--- src/rtl/counter_game_pkg.sv ---
// counter_game_pkg: shared types and encodings for the counter game.
//   state_t  - game FSM states (IDLE, PLAY, OVER)
//   WHO_*    - encodings for the "who" result output
//   CTRL_*   - step-select encodings of the control input
package counter_game_pkg;

    typedef enum logic [1:0] {
        ST_IDLE = 2'b00,
        ST_PLAY = 2'b01,
        ST_OVER = 2'b10
    } state_t;

    localparam logic [1:0] WHO_NONE = 2'b00;
    localparam logic [1:0] WHO_WIN  = 2'b10;
    localparam logic [1:0] WHO_LOSE = 2'b01;

    localparam logic [1:0] CTRL_INC1   = 2'b00;
    localparam logic [1:0] CTRL_INCBIG = 2'b01;
    localparam logic [1:0] CTRL_DEC1   = 2'b10;
    localparam logic [1:0] CTRL_DECBIG = 2'b11;

endpackage

--- src/rtl/counter_game_detect.sv ---
// counter_game_detect: winner/loser detector with pulse spacing.
//   clk, reset  - clock, synchronous active-high reset
//   clear       - synchronous clear of both pulses (game restart)
//   hold        - freeze both pulse registers (pause)
//   active      - detection allowed this cycle (PLAY, no load, not paused)
//   count       - current counter value
//   direction   - 0 = counting up, 1 = counting down
//   win_hit     - combinational: winner pulse registers on this edge
//   lose_hit    - combinational: loser pulse registers on this edge
//   winner      - registered one-cycle win pulse
//   loser       - registered one-cycle lose pulse
module counter_game_detect #(
    parameter int WIDTH = 4
) (
    input  logic             clk,
    input  logic             reset,
    input  logic             clear,
    input  logic             hold,
    input  logic             active,
    input  logic [WIDTH-1:0] count,
    input  logic             direction,
    output logic             win_hit,
    output logic             lose_hit,
    output logic             winner,
    output logic             loser
);

    logic spaced;

    // Any pulse currently high blocks detection, so pulses never abut.
    assign spaced   = winner | loser;
    assign win_hit  = active && !spaced && (count == '1) && !direction;
    assign lose_hit = active && !spaced && (count == '0) &&  direction;

    always_ff @(posedge clk) begin
        if (reset || clear) begin
            winner <= 1'b0;
            loser  <= 1'b0;
        end else if (!hold) begin
            winner <= win_hit;
            loser  <= lose_hit;
        end
    end

endmodule

--- src/rtl/counter_game.sv ---
// counter_game: up/down counter game with win/lose scoring.
// Optional feature macro: GAME_PAUSE_EN adds a pause input.
//   clk, reset  - clock, synchronous active-high reset
//   start       - begin a game from IDLE / restart from OVER
//   init_c      - counter load enable, init_l - load value
//   control     - step select (+1, +BIG_STEP, -1, -BIG_STEP)
//   pause       - (GAME_PAUSE_EN only) freeze play while in PLAY
//   count       - registered counter value
//   direction   - control[1]
//   winner, loser         - registered one-cycle pulses
//   win_score, lose_score - saturating pulse counts
//   gameover    - high while in OVER
//   who         - game result (WHO_NONE / WHO_WIN / WHO_LOSE)
import counter_game_pkg::*;

module counter_game #(
    parameter int WIDTH     = 4,
    parameter int SCORE_W   = 4,
    parameter int MAX_SCORE = 15,
    parameter int BIG_STEP  = 2
) (
    input  logic               clk,
    input  logic               reset,
    input  logic               start,
    input  logic               init_c,
    input  logic [WIDTH-1:0]   init_l,
    input  logic [1:0]         control,
`ifdef GAME_PAUSE_EN
    input  logic               pause,
`endif
    output logic [WIDTH-1:0]   count,
    output logic               direction,
    output logic               winner,
    output logic               loser,
    output logic [SCORE_W-1:0] win_score,
    output logic [SCORE_W-1:0] lose_score,
    output logic               gameover,
    output logic [1:0]         who
);

    localparam logic [WIDTH-1:0]   ONE    = WIDTH'(1);
    localparam logic [WIDTH-1:0]   BIG    = WIDTH'(BIG_STEP);
    localparam logic [SCORE_W-1:0] MAX    = SCORE_W'(MAX_SCORE);
    localparam logic [SCORE_W-1:0] MAX_M1 = SCORE_W'(MAX_SCORE - 1);

    state_t state, state_next;
    logic   paused;
    logic   restart;
    logic   active;
    logic   win_hit, lose_hit;
    logic   win_final, lose_final;

`ifdef GAME_PAUSE_EN
    assign paused = pause && (state == ST_PLAY);
`else
    assign paused = 1'b0;
`endif

    assign direction  = control[1];
    assign gameover   = (state == ST_OVER);
    assign restart    = (state == ST_OVER) && start;
    assign active     = (state == ST_PLAY) && !init_c && !paused;
    assign win_final  = win_hit  && (win_score  == MAX_M1);
    assign lose_final = lose_hit && (lose_score == MAX_M1);

    counter_game_detect #(.WIDTH(WIDTH)) u_detect (
        .clk       (clk),
        .reset     (reset),
        .clear     (restart),
        .hold      (paused),
        .active    (active),
        .count     (count),
        .direction (direction),
        .win_hit   (win_hit),
        .lose_hit  (lose_hit),
        .winner    (winner),
        .loser     (loser)
    );

    always_ff @(posedge clk) begin
        if (reset) state <= ST_IDLE;
        else       state <= state_next;
    end

    always_comb begin
        state_next = state;
        unique case (state)
            ST_IDLE: if (start) state_next = ST_PLAY;
            ST_PLAY: if (win_final || lose_final) state_next = ST_OVER;
            ST_OVER: if (start) state_next = ST_PLAY;
            default: state_next = ST_IDLE;
        endcase
    end

    always_ff @(posedge clk) begin
        if (reset) begin
            count <= init_c ? init_l : '0;
        end else if (init_c) begin
            count <= init_l;
        end else if ((state == ST_PLAY) && !paused) begin
            unique case (control)
                CTRL_INC1:   count <= count + ONE;
                CTRL_INCBIG: count <= count + BIG;
                CTRL_DEC1:   count <= count - ONE;
                CTRL_DECBIG: count <= count - BIG;
                default:     count <= count;
            endcase
        end
    end

    always_ff @(posedge clk) begin
        if (reset || restart) begin
            win_score  <= '0;
            lose_score <= '0;
            who        <= WHO_NONE;
        end else begin
            if (win_hit && (win_score != MAX))
                win_score <= win_score + SCORE_W'(1);
            if (lose_hit && (lose_score != MAX))
                lose_score <= lose_score + SCORE_W'(1);
            if (win_final)
                who <= WHO_WIN;
            else if (lose_final)
                who <= WHO_LOSE;
        end
    end

endmodule

--- config.mk ---
export PLATFORM = sky130hd
export DESIGN_NAME = counter_game
export DESIGN_NICKNAME = d
export VERILOG_FILES = /design/src/rtl/counter_game_pkg.sv /design/src/rtl/counter_game_detect.sv /design/src/rtl/counter_game.sv
export SDC_FILE = /design/constraint.sdc
export NUM_CORES = 1
export LEC_CHECK = 0
export CAP_MARGIN = 15
export CORE_MARGIN = 2
export CORE_UTILIZATION = 51
export DETAILED_ROUTE_END_ITERATION = 10
export GPL_TIMING_DRIVEN = 0
export PLACE_DENSITY = 0.81
export SYNTH_ARGS = -nofsm -noshare
export SYNTH_HDL_FRONTEND = slang
export SYNTH_HIERARCHICAL = 1
export SYNTH_SLANG_ARGS = --single-unit
export TNS_END_PERCENT = 50
--- constraint.sdc ---
create_clock -name clk -period 3.9 [get_ports clk]
set_clock_uncertainty 0.15 [all_clocks]
set_input_delay 1.17 -clock clk [delete_from_list [all_inputs] [get_ports clk]]
set_output_delay 1.17 -clock clk [all_outputs]
set_load 0.02 [all_outputs]
==> metrics.txt <==
RSZ-0062 raised after global routing=false; CP Max Fanout=9; #FFs+latches synth=18; synth top area cells=dfxtp_1 (26%), edfxtp_1 (11%), ha_1 (5.8%); Starting Density=0.542; final HPWL from detailed placement=1.61 mm; via count=929; Crit. Startpoint=control[1]; Fin. Hold Viols=0; Final min period=3.87 ns; setup TNS=0 ns; DR iter-0 viols=14; Data required, critical path=2.58 ns; WL/cell=12.4 um; Slew Viols, Final=0; dominant cell type by area after synthesis=dfxtp_1; vias per cell=5.31; PnR Total Power=0.000399 W; top sig layer=met3; largest net degree at the start of global routing=11; crit end category=output port; Post-synth EDFFs=4; Power Dens Cells=281 nW/um^2; clk_lat worst skew=0.29 ns; Post-Route WL=2.18 mm; clk slew on worst S/H paths=0.10 ns; worst-path cell chain=clkdlybuf4s50_1, buf_4, clkdlybuf4s50_1; Hold Crit Class=flip-flop to flip-flop; VDD IR-drop max=0.000254 V; worst reg2reg startpoint=count[1]; Leak Pwr=0.578 nW; Synth warnings=6; status=finished, final reports clean; distinct cell type count of the synthesized netlist=39; startpoint types=input pin; origin of the worst min-delay path=who[1]; Clock Tree Buf Depth=2; fmax=259 MHz; DR pass1 iterations=4; post-cts hold buffer count=0; CTS H-tree depth=1; Die Area=2490 sq um; synthesized area per cell=9.34 sq um; root buf cell=clkbuf_4; P&R area growth vs syn=32.4%; num rows=16; Synth Instances=115; Crit-path slowest cell=clkdlybuf4s50_1; first-pass GRT wire length=3.66 mm; initial antenna violation count=0; sequential area share after synthesis=0.373; IO Pins=28; Min Hold Slack=0.338 ns; crit-path max cell delay=0.63 ns; Die W=49.9 um; Crit Path Class=input pin to output port; CTS buffer count=3; antenna cell count=0; post-synthesis async set-or-reset flop share=0; CTS Sinks=18; PortBufs=27; post-synthesis instance area=1070 sq um; RD Place Congestion=0.743; met3 WL=108 um; WL met2=1.06 mm; Worst Path Arrival=2.55 ns; Detail Route Antenna Nets=0; core area=1980 sq um; GRT Total Usage=0.187; post-cts sizing count=0; Final Cycle Share=0.991; Max-Cap Viols=0; Yosys top cell area share=0.261; Post CTS Setup Buffer Count=0; final setup fails=0; TritonCTS clock tree=done; met1 wire length=1.01 mm; most used cell, CP=clkdlybuf4s50_1; nets=165; register-to-register setup slack=1.75 ns; Overflow after GRT=0; Remaining DRCs=0; Main synth FF type=dfxtp_1; vias in the first global route=864; share of layout cells above drive strength 1=0.101; die span in y=49.9 um
per-stage QoR:
step	cells	cell area [sq um]	setup slack (ns)	utilization
floorplan	117	1080	1.13	-
global placement	171	1390	0.0491	0.699
detailed placement	171	1390	0.0341	0.699
CTS	175	1420	0.0304	0.717
global route	175	1420	0.00319	0.717
finish	175	1420	0.0335	0.717
placed cells by master (no fill, tap or decap), drive strengths merged, types with 2 or more instances in the layout:
cell type | netlist | final
a21o | 2 | 2
a21oi | 6 | 6
a22o | 3 | 3
a311oi | 2 | 2
and3 | 2 | 2
and4b | 3 | 3
buf | 3 | 3
clkbuf | 0 | 4
clkdlybuf4s50 | 0 | 27
conb | 1 | 3
dfxtp | 14 | 14
edfxtp | 4 | 4
ha | 5 | 5
inv | 6 | 6
nand2 | 9 | 9
nand3 | 6 | 6
nand4 | 2 | 2
nor2 | 14 | 14
nor2b | 3 | 3
nor3 | 4 | 4
o21ai | 2 | 2
o31ai | 2 | 2
xnor2 | 3 | 3
xor2 | 5 | 5
area by class of cell:
type	count	area [sq um]
inverter	6	22.5
timing repair buffer	27	270
multi-input combinational	90	632
fill	157	561
tap	27	33.8
clock buffer	4	36.3
buffer	3	26.3
sequential	18	400
cell families (layout without fill, tap and decap cells):
family	count (synthesis)	in the layout	synth area share
DFF	18	18	0.373
AOI/OAI and AO/OA	21	21	0.162
other	1	3	0.00349
xor gates and xnor gates	8	8	0.0653
buffers and inverters	9	40	0.0454
adders and majority gates	6	6	0.0769
and+or+nand+nor	52	52	0.274
state kept, by name, summed over array words and instances, names as in the netlist:
name,count
count,4
who,2
u_detect/winner,1
state,2
win_score,4
u_detect/loser,1
lose_score,4
critical path: cells and delay by family:
family | cells | cell delay [ns]
buffers and inverters | 3 | 1.38
worst paths after layout:
check | end | depth (start not counted)
max | direction | 3
min | who[1] | 2
max reg2reg | count[3] | 6
min reg2reg | who[1] | 2
cells in the mapped netlist, types with 3 or more instances:
master,number
inv_1,6
a21oi_1,6
xor2_1,5
ha_1,5
a22o_1,3
nand3_1,6
xnor2_1,3
dfxtp_1,14
nor2b_1,3
nor2_1,14
edfxtp_1,4
nand2_1,9
nor3_1,4
power breakdown:
group / leakage (nW) / switching (W) / internal [W] / total (W)
Sequential: 0.156 / 0.0000120 / 0.000198 / 0.000210
Clock: 0.0210 / 0.0000557 / 0.0000568 / 0.000113
Combinational: 0.401 / 0.0000361 / 0.0000406 / 0.0000766
routing by layer:
layer | up-vias | GRT usage
li1 | 475 | -
met1 | 429 | 0.241
met2 | 25 | 0.329
met3 | 0 | 0.0455
met4 | 0 | 0.0139
met5 | - | 0
No activity file was read; power rests on OpenSTA's default activity.
